===== config.mk =====
export PLATFORM = sky130hd
export DESIGN_NAME = usb_rx_bitproc
export DESIGN_NICKNAME = d
export VERILOG_FILES = /design/src/rtl/usb_rx_pkg.sv /design/src/rtl/usb_rx_unstuff.sv /design/src/rtl/usb_rx_bitproc.sv
export SDC_FILE = /design/constraint.sdc
export NUM_CORES = 1
export LEC_CHECK = 0
export BUFFER_PORTS_ARGS = -buffer_cell sky130_fd_sc_hd__buf_2
export CORE_MARGIN = 1
export CORE_UTILIZATION = 54
export DETAILED_ROUTE_END_ITERATION = 6
export GPL_ROUTABILITY_DRIVEN = 0
export PLACE_DENSITY = 0.73
export SYNTH_ARGS = -nofsm -noshare
export SYNTH_HDL_FRONTEND = slang
export SYNTH_HIERARCHICAL = 1
export SYNTH_SLANG_ARGS = --single-unit

===== constraint.sdc =====
create_clock -name clk -period 2.8 [get_ports clk]
set_input_delay 0.56 -clock clk [delete_from_list [all_inputs] [get_ports clk]]
set_output_delay 0.56 -clock clk [all_outputs]
set_load 0.02 [all_outputs]

===== src/rtl/usb_rx_pkg.sv =====
// Shared definitions for the USB receive bit-processing path:
// line-state codes and the receive FSM encoding.
package usb_rx_pkg;
  localparam logic [1:0] LS_SE0 = 2'b00;
  localparam logic [1:0] LS_J   = 2'b01;
  localparam logic [1:0] LS_K   = 2'b10;
  localparam logic [1:0] LS_SE1 = 2'b11;

  typedef enum logic [2:0] {
    ST_IDLE,
    ST_SYNC,
    ST_DATA,
    ST_EOP,
    ST_ABORT
  } rx_state_e;
endpackage


===== src/rtl/usb_rx_unstuff.sv =====
// NRZI decoder and consecutive-ones counter. Decodes the current J/K sample
// combinationally and flags a stuffed bit or a stuffing violation.
module usb_rx_unstuff (
  input  logic clk,
  input  logic rst_n,
  input  logic level,      // 1 = J, 0 = K
  input  logic strobe,     // J/K sample present
  input  logic clear,      // restart ones counting at the current bit
  output logic dec_bit,
  output logic bit_ok,
  output logic stuff_drop,
  output logic stuff_err
);
  logic       prev_q, prev_d;
  logic [2:0] ones_q, ones_d;

  always_comb begin
    dec_bit    = (level == prev_q);
    stuff_drop = strobe && (ones_q == 3'd6) && !dec_bit;
    stuff_err  = strobe && (ones_q == 3'd6) && dec_bit;
    bit_ok     = strobe && (ones_q != 3'd6);
    prev_d     = prev_q;
    ones_d     = ones_q;
    if (strobe) begin
      prev_d = level;
      if (clear)        ones_d = {2'b00, dec_bit};
      else if (!dec_bit) ones_d = 3'd0;
      else if (ones_q != 3'd6) ones_d = ones_q + 3'd1;
    end
  end

  // Idle line is J, so the first K of SYNC decodes as 0.
  always_ff @(posedge clk or negedge rst_n) begin
    if (!rst_n) begin
      prev_q <= 1'b1;
      ones_q <= 3'd0;
    end else begin
      prev_q <= prev_d;
      ones_q <= ones_d;
    end
  end
endmodule


===== src/rtl/usb_rx_bitproc.sv =====
// USB receive bit processing: SYNC detect, NRZI decode, bit unstuffing,
// LSB-first byte assembly and EOP / error detection. All outputs registered.
module usb_rx_bitproc
  import usb_rx_pkg::*;
#(
  parameter int SE0_BITS  = 2,
  parameter int MAX_BYTES = 1027
) (
  input  logic       clk,
  input  logic       rst_n,
  input  logic       line_valid,
  input  logic [1:0] line_state,
  output logic       rx_active,
  output logic       crc_init,
  output logic       bit_out,
  output logic       bit_valid,
  output logic [7:0] byte_out,
  output logic       byte_valid,
  output logic       pkt_end,
  output logic       err_stuff,
  output logic       err_align,
  output logic       err_eop,
  output logic       err_babble
);
  localparam int SE0_W = (SE0_BITS < 2) ? 1 : $clog2(SE0_BITS + 1);
  localparam int BC_W  = $clog2(MAX_BYTES + 2);
  localparam logic [SE0_W-1:0] SE0_MAX = SE0_W'(SE0_BITS);
  localparam logic [BC_W-1:0]  BC_MAX  = BC_W'(MAX_BYTES);
  localparam logic [BC_W-1:0]  BC_SAT  = BC_W'(MAX_BYTES + 1);

  rx_state_e        state_q, state_d;
  logic             rx_active_q, rx_active_d;
  logic             crc_init_q, crc_init_d;
  logic             bit_out_q, bit_out_d;
  logic             bit_valid_q, bit_valid_d;
  logic [7:0]       byte_out_q, byte_out_d;
  logic             byte_valid_q, byte_valid_d;
  logic             pkt_end_q, pkt_end_d;
  logic             err_stuff_q, err_stuff_d;
  logic             err_align_q, err_align_d;
  logic             err_eop_q, err_eop_d;
  logic             err_babble_q, err_babble_d;
  logic [7:0]       sr_q, sr_d;
  logic [2:0]       bit_cnt_q, bit_cnt_d;
  logic [BC_W-1:0]  byte_cnt_q, byte_cnt_d;
  logic [SE0_W-1:0] se0_cnt_q, se0_cnt_d;

  logic is_jk, is_se0, uclear;
  logic dec_bit, bit_ok, stuff_drop, stuff_err;

  assign is_jk  = line_state[0] ^ line_state[1];
  assign is_se0 = (line_state == LS_SE0);

  usb_rx_unstuff u_unstuff (
    .clk        (clk),
    .rst_n      (rst_n),
    .level      (line_state == LS_J),
    .strobe     (line_valid && is_jk),
    .clear      (uclear),
    .dec_bit    (dec_bit),
    .bit_ok     (bit_ok),
    .stuff_drop (stuff_drop),
    .stuff_err  (stuff_err)
  );

  always_comb begin
    state_d      = state_q;
    rx_active_d  = rx_active_q;
    bit_out_d    = bit_out_q;
    byte_out_d   = byte_out_q;
    sr_d         = sr_q;
    bit_cnt_d    = bit_cnt_q;
    byte_cnt_d   = byte_cnt_q;
    se0_cnt_d    = se0_cnt_q;
    crc_init_d   = 1'b0;
    bit_valid_d  = 1'b0;
    byte_valid_d = 1'b0;
    pkt_end_d    = 1'b0;
    err_stuff_d  = 1'b0;
    err_align_d  = 1'b0;
    err_eop_d    = 1'b0;
    err_babble_d = 1'b0;
    uclear       = 1'b0;
    if (line_valid) begin
      unique case (state_q)
        ST_IDLE: if (line_state == LS_K) state_d = ST_SYNC;
        ST_SYNC: begin
          if (!is_jk) state_d = ST_IDLE;
          else if (dec_bit) begin
            crc_init_d  = 1'b1;
            rx_active_d = 1'b1;
            uclear      = 1'b1;
            bit_cnt_d   = 3'd0;
            byte_cnt_d  = '0;
            state_d     = ST_DATA;
          end
        end
        ST_DATA: begin
          if (is_se0) begin
            se0_cnt_d = SE0_W'(1);
            state_d   = ST_EOP;
          end else if (!is_jk) begin
            err_eop_d = 1'b1;
            se0_cnt_d = '0;
            state_d   = ST_ABORT;
          end else if (stuff_err) begin
            err_stuff_d = 1'b1;
            se0_cnt_d   = '0;
            state_d     = ST_ABORT;
          end else if (stuff_drop) begin
            bit_valid_d = 1'b0;
          end else if (bit_ok) begin
            sr_d      = {dec_bit, sr_q[7:1]};
            bit_cnt_d = bit_cnt_q + 3'd1;
            if (bit_cnt_q == 3'd7 && byte_cnt_q >= BC_MAX) begin
              // Overlong packet: the offending byte is not delivered.
              err_babble_d = 1'b1;
              byte_cnt_d   = BC_SAT;
              se0_cnt_d    = '0;
              state_d      = ST_ABORT;
            end else begin
              bit_valid_d = 1'b1;
              bit_out_d   = dec_bit;
              if (bit_cnt_q == 3'd7) begin
                byte_valid_d = 1'b1;
                byte_out_d   = sr_d;
                byte_cnt_d   = byte_cnt_q + BC_W'(1);
              end
            end
          end
        end
        ST_EOP: begin
          if (is_se0) begin
            if (se0_cnt_q < SE0_MAX) se0_cnt_d = se0_cnt_q + SE0_W'(1);
          end else if (line_state == LS_J && se0_cnt_q >= SE0_MAX) begin
            pkt_end_d   = 1'b1;
            err_align_d = (bit_cnt_q != 3'd0);
            rx_active_d = 1'b0;
            state_d     = ST_IDLE;
          end else begin
            err_eop_d = 1'b1;
            se0_cnt_d = '0;
            state_d   = ST_ABORT;
          end
        end
        ST_ABORT: begin
          // Recover only after a full SE0 -> J transition.
          if (is_se0) se0_cnt_d = SE0_W'(1);
          else if (line_state == LS_J && se0_cnt_q != '0) begin
            rx_active_d = 1'b0;
            state_d     = ST_IDLE;
          end else se0_cnt_d = '0;
        end
        default: state_d = ST_IDLE;
      endcase
    end
  end

  always_ff @(posedge clk or negedge rst_n) begin
    if (!rst_n) begin
      state_q      <= ST_IDLE;
      rx_active_q  <= 1'b0;
      crc_init_q   <= 1'b0;
      bit_out_q    <= 1'b0;
      bit_valid_q  <= 1'b0;
      byte_out_q   <= 8'h00;
      byte_valid_q <= 1'b0;
      pkt_end_q    <= 1'b0;
      err_stuff_q  <= 1'b0;
      err_align_q  <= 1'b0;
      err_eop_q    <= 1'b0;
      err_babble_q <= 1'b0;
      sr_q         <= 8'h00;
      bit_cnt_q    <= 3'd0;
      byte_cnt_q   <= '0;
      se0_cnt_q    <= '0;
    end else begin
      state_q      <= state_d;
      rx_active_q  <= rx_active_d;
      crc_init_q   <= crc_init_d;
      bit_out_q    <= bit_out_d;
      bit_valid_q  <= bit_valid_d;
      byte_out_q   <= byte_out_d;
      byte_valid_q <= byte_valid_d;
      pkt_end_q    <= pkt_end_d;
      err_stuff_q  <= err_stuff_d;
      err_align_q  <= err_align_d;
      err_eop_q    <= err_eop_d;
      err_babble_q <= err_babble_d;
      sr_q         <= sr_d;
      bit_cnt_q    <= bit_cnt_d;
      byte_cnt_q   <= byte_cnt_d;
      se0_cnt_q    <= se0_cnt_d;
    end
  end

  assign rx_active  = rx_active_q;
  assign crc_init   = crc_init_q;
  assign bit_out    = bit_out_q;
  assign bit_valid  = bit_valid_q;
  assign byte_out   = byte_out_q;
  assign byte_valid = byte_valid_q;
  assign pkt_end    = pkt_end_q;
  assign err_stuff  = err_stuff_q;
  assign err_align  = err_align_q;
  assign err_eop    = err_eop_q;
  assign err_babble = err_babble_q;
endmodule


Word-level counts from Yosys, hierarchy flattened
Index checks and enable logic that the tools add are counted.

storage, ports and cells
  register bits = 49
  input bits = 5
  output and inout port bits = 18
  word-level logic and storage cells = 188

cells by class
  $add $sub $neg = 4
  $lt $le $gt $ge = 3
  equal/unequal tests = 31
  muxes and demuxes = 102
  bitwise logic cells = 5
  reductions and logical operators = 25

operators by type and width
  kind                                                                    count
  11-bit 2-to-1 mux                                                       9
  3-bit 2-to-1 mux                                                        23
  1-bit 2-to-1 mux                                                        53
  9-bit AND reduction                                                     3
  2-bit != test (second input constant)                                   12
  8-bit AND reduction                                                     3
  2-bit 2-to-1 mux                                                        11
  11-bit case mux with 2 select lines                                     1
  3-bit != test (second input constant)                                   6
  5-bit != test (second input constant)                                   3
  3-bit case mux with 5 select lines                                      1
  11-bit by 1-bit adder with 11-bit output (second input constant)        1
  11-bit greater-or-equal comparator (second input constant)              1
  10-bit AND reduction                                                    1
  3-bit equality test (second input constant)                             3
  3-bit nonzero test                                                      3
  1-bit logical AND                                                       8
  7-bit AND reduction                                                     1
  3-bit by 1-bit adder with 3-bit output (second input constant)          2
  3-bit by 2-bit equality test with 1-bit output (second input constant)  2
  2-bit case mux with 3 select lines                                      1
  3-bit case mux with 2 select lines                                      1
  1-bit inverter                                                          4
  2-bit nonzero test                                                      2
  other kinds (15)                                                        15

Depth between registers and ports, before layout
  word-level depth = 10
  gate-level depth with buffers = 11
  gate-level depth less buffers = 9

Hierarchy
Netlist, hierarchy kept.

modules (own cells, without submodules)
  module          times used  cells each  area each (um2)  sequential area each (um2)
  usb_rx_bitproc  1           226         2337.2           1101.1
  usb_rx_unstuff  1           28          269.0            101.3

Worst setup path after synthesis
OpenSTA, ideal clock, no wires.

  path type = input -> register
  from = input line_state[0]
  to = register byte_out_q[0], in the netlist byte_out[0]
  library setup time = 0.125 ns
  data arrival time = 2.844 ns
  data required time = 2.675 ns
  path slack = -0.169 ns
  stages on the path = 11
  buffers on the path = 3
  cells stage by stage = inv_1 > ha_1 > and2_4 > buf_2 > nor3b_1 > nand2b_1 > or3_1 > buf_4 > or3_1 > buf_6 > mux2_4

between the ends
  cells in the longest elaborated chain, start to end = 6
  elaborated cells on any way between the ends = 14
  classes of those cells = eq/ne: 2; bitwise: 4; reduce/logical: 8

ends and longest elaborated chain
  item                                                                                RTL line                                    RTL
  start, declared                                                                     usb_rx_bitproc.sv:12                        input logic [1:0] line_state,
  2-bit by 1-bit equality test with 1-bit output / 1-bit XOR (equally long branches)  usb_rx_bitproc.sv:57, usb_rx_bitproc.sv:51
  1-bit equality test / 1-bit logical AND (equally long branches)                     usb_rx_unstuff.sv:18, usb_rx_bitproc.sv:58
  1-bit zero test / 1-bit logical AND (equally long branches)                         usb_rx_unstuff.sv:19                        stuff_drop = strobe && (ones_q == 3'd6) && !dec_bit;
  1-bit logical AND *                                                                 usb_rx_unstuff.sv:19
  named net stuff_drop                                                                usb_rx_bitproc.sv:49                        logic dec_bit, bit_ok, stuff_drop, stuff_err;
  1-bit inverter (no line) *                                                          n/a
  9-bit AND reduction (no line) *                                                     n/a
  end signal, assigned                                                                usb_rx_bitproc.sv:183                       byte_out_q <= byte_out_d;
  end, declared                                                                       usb_rx_bitproc.sv:36                        logic [7:0] byte_out_q, byte_out_d;

Mark *: on every way through the listed nets, which the timed path passes. The rest lies on a longest branch.
A chain may end at the register's enable or synchronous reset.

Final worst setup path
  from = input line_state[1]
  to = register byte_out_q[2], in the netlist byte_out[2]

between the ends
  cells in the longest elaborated chain, start to end = 6
  elaborated cells on any way between the ends = 14
  classes of those cells = eq/ne: 2; bitwise: 4; reduce/logical: 8

ends and longest elaborated chain
  item                                            RTL line              RTL
  2-bit by 1-bit equality test with 1-bit output  usb_rx_bitproc.sv:57  .level (line_state == LS_J),
  1-bit equality test                             usb_rx_unstuff.sv:18  dec_bit = (level == prev_q);
  named net dec_bit                               usb_rx_bitproc.sv:49
  1-bit zero test                                 usb_rx_unstuff.sv:19
  1-bit logical AND                               usb_rx_unstuff.sv:19
  named net stuff_drop                            usb_rx_bitproc.sv:49
  1-bit inverter (no line)                        n/a
  9-bit AND reduction (no line)                   n/a

The timed path passes the listed nets, and every way through them passes these cells.

==> flow_metrics.env <==
export IMPL_coreArea_sq_mm=0.00450
export IMPL_switching_power_mw=0.671
export IMPL_die_area_sq_mm=0.00511
export IMPL_synth_async_reset_ratio=1.00
export IMPL_worstMarginPinSlew_ns=0.546
export IMPL_avgSynthCellArea_sq_um=10.3
export IMPL_dr_pass1_iters=4
export IMPL_worst_setup_path_start_kind="input pin"
export IMPL_seqPwrFrac=0.458
export IMPL_wire_per_inst_microns=14.3
export IMPL_crit_start="line_state[1]"
export IMPL_final_cell_mix="47 x dfrtp_1, 22 x buf_2, 17 x nand2_1"
export IMPL_viasPerCell=5.83
export IMPL_port_buffers=22
export IMPL_wl_microns=4880
export IMPL_cp_data_required_time_ns=2.99
export IMPL_ys_flop_type="dfrtp_1"
export IMPL_area_growth_pct=14.2
export IMPL_grt_setup_unrepaired="no"
export IMPL_synth_edff_count=0
export IMPL_grt_max_degree=33
export IMPL_antenna_found_initial=0
export IMPL_grt_usage=0.214
export IMPL_n_fill_cell=362
export IMPL_fmax_ghz=0.399
export IMPL_post_cts_resize_count=0
export IMPL_cp_arrival_ns=2.69
export IMPL_outcome="finished, final reports clean"
export IMPL_critPathCaptureType="flip-flop"
export IMPL_post_cts_setup_buffer_count=0
export IMPL_hold_buffers=0
export IMPL_yosysTopAreaCellShare=0.451
export IMPL_route_met3_wl_microns=162
export IMPL_finalSetupViolations=0
export IMPL_wirelength_met1_microns=2360
export IMPL_finalCriticalPeriod_ns=2.51
export IMPL_dr_max_layer_used="met4"
export IMPL_synth_largest_area_cell="dfrtp_1"
export IMPL_final_common_cell="dfrtp_1"
export IMPL_wl_met2_microns=2280
export IMPL_r2r_slack_ns=0.38
export IMPL_clock_sinks=48
export IMPL_drtAntennaViolNets=0
export IMPL_crit_type="input pin to flip-flop"
export IMPL_hp_class="input pin to async pin"
export IMPL_synth_cell_types=59
export IMPL_reg2reg_from="u_unstuff/ones_q[0]"
export IMPL_ys_ff_latch=48
export IMPL_grt_pass1_vias=1843
export IMPL_cts_clk_slew_worst_paths_ns=0.09
export IMPL_r2r_cells=9
export IMPL_combPwrFrac=0.282
export IMPL_r2r_end="byte_cnt_q[6]"
export IMPL_hold_viol=0
export IMPL_clockRootBuffer="clkbuf_8"
export IMPL_die_x_microns=71.5
export IMPL_dp_hpwl_microns=3660
export IMPL_worstSkewPairLatency_ns=0.30
export IMPL_total_power_mw=2.01
export IMPL_synth_warnings=6
export IMPL_finalWorstSetupSlack_ns=0.294
export IMPL_cp_max_fo=9
export IMPL_clock_power_share=0.260
export IMPL_ir_worst_vdd_mv=0.363
export IMPL_numCtsBuffers=5
export IMPL_cts_max_level=2
export IMPL_finalNetCount=304
export IMPL_crit_path_end="byte_out[2]"
export IMPL_drt_iter0_markers=109
export IMPL_grt_ovfl_total=0
export IMPL_finalClockSkew_ns=0.00519
export IMPL_maxCapViolCount=0
export IMPL_die_h_microns=71.5
export IMPL_finalHoldWorstSlack_ns=0.158
export IMPL_rows=24
export IMPL_synthesis_nets=271
export IMPL_dp_slack_ns=-0.0251
export IMPL_leakagePower_nw=1.44
export IMPL_netlist_instances=254
export IMPL_p_int_mw=1.34
export IMPL_swShare=0.333
export IMPL_drc=0
export IMPL_grt_pass1_wl_microns=8540
export IMPL_ys_seq_area_frac=0.461
export IMPL_ioPinCount=23
export IMPL_diodes=0
export IMPL_clock_path_buffers=2
export IMPL_drive_above_1_share=0.257
export IMPL_vias=1982
export IMPL_fin_crit_sh=0.895
export IMPL_syn_cell_area_sq_mm=0.00261
export IMPL_slew_headroom=0.634
export IMPL_placedCellCount=332
export IMPL_yosys_top_cells_area="dfrtp_1 45%, ha_1 5.8%, mux2_4 4.6%"
export IMPL_initial_core_util=0.579
export IMPL_power_density_mw_per_mm2=676
export IMPL_layout_cells_non_filler=340
export IMPL_maxSlewViolCount=0
export IMPL_cts_tree="done"
==> layer usage <==
layer  global-route usage  vias up
met3               0.0380        7
met1                0.293      961
met2                0.345       46
met5                    0        -
met4               0.0784        0
li1                     -      968
==> Yosys cell counts, drive strengths merged, types with 2 or more instances <==
library cell,number
a2bb2oi,2
nand3,6
nand4,2
or3,3
mux2i,2
a31oi,3
or2,5
ha,12
nor4,2
nor3,7
buf,4
and3,4
inv,18
nor2b,5
a22o,2
or3b,3
o22ai,3
a21oi,8
clkbuf,5
and2,4
nand3b,2
nor2,16
o21a,2
nor3b,5
o21ai,13
a211oi,2
dfrtp,47
nand2,17
mux2,18
a21o,2
nand2b,7
o31ai,7
==> logic make-up (layout without fill, tap and decap cells) <==
| family | Yosys count | in the layout | share of synthesized area |
|---|---|---|---|
| buf+inv | 28 | 62 | 0.0456 |
| xor+xnor | 1 | 1 | 0.00624 |
| mux | 20 | 20 | 0.0970 |
| compound gates | 54 | 54 | 0.142 |
| simple gates | 91 | 91 | 0.191 |
| fa+ha+maj | 12 | 12 | 0.0576 |
| flops | 48 | 48 | 0.461 |
==> area by class of cell <==
class,instances,area [sq um],area share
Sequential cell,48,1200,0.404
Clock inverter,2,38.8,0.0130
Multi-Input combinational cell,178,1310,0.440
Timing Repair Buffer,35,208,0.0698
Inverter,19,71.3,0.0240
Clock buffer,6,82.6,0.0277
Tap cell,52,65.1,0.0219
==> flip-flops by register name, indices dropped and copies added, names as in the netlist <==
register and cells:
u_unstuff/prev_q 1, bit_valid 1, err_align 1, byte_cnt_q 11, err_eop 1, bit_out 1
err_babble 1, se0_cnt_q 2, crc_init 1, err_stuff 1, byte_valid 1, pkt_end 1
bit_cnt_q 3, state_q 3, sr_q 7, u_unstuff/ones_q 3, byte_out 8, rx_active 1
==> worst max-delay path, stage by stage <==
cell	delay (ns)
buf_2	0.11
inv_2	0.05
ha_1	0.24
xnor2_4	0.26
nor3b_1	0.10
nand2b_1	0.18
or3_1	0.33
or3_1	0.36
buf_4	0.20
mux2_4	0.30
==> metrics by stage <==
stage / setup TNS (ns) / area [sq um] / utilization
6_report: 0 / 2980 / 0.661
5_1_grt: 0 / 2980 / 0.661
4_1_cts: 0 / 2980 / 0.661
3_3_place_gp: 0 / 2860 / 0.634
3_5_place_dp: -0.146 / 2860 / 0.634
2_1_floorplan: 0 / 2640 / -
==> power groups by stage <==
stage	clock, mW	sequential (mW)	combinational (mW)
3_5_place_dp	0	0.932	0.567
3_3_place_gp	0	0.930	0.557
5_1_grt	0.556	0.945	0.644
4_1_cts	0.534	0.919	0.568
6_report	0.523	0.921	0.567
2_1_floorplan	0	0.891	0.451
==> how the worst min path moves through the flow <==
stage / slack [ns] / startpoint / cells past startpoint / end
CTS: 0.17 / rst_n / 1 / byte_cnt_q[1]
floorplan: 0.26 / rst_n / 0 / bit_cnt_q[0]
finish: 0.16 / rst_n / 1 / bit_cnt_q[0]
global route: 0.19 / rst_n / 1 / bit_cnt_q[0]
global placement: 0.49 / sr_q[1] / 1 / byte_out[0]
detailed placement: 0.50 / rst_n / 1 / byte_cnt_q[5]
Power figures use the tool's default switching activity.
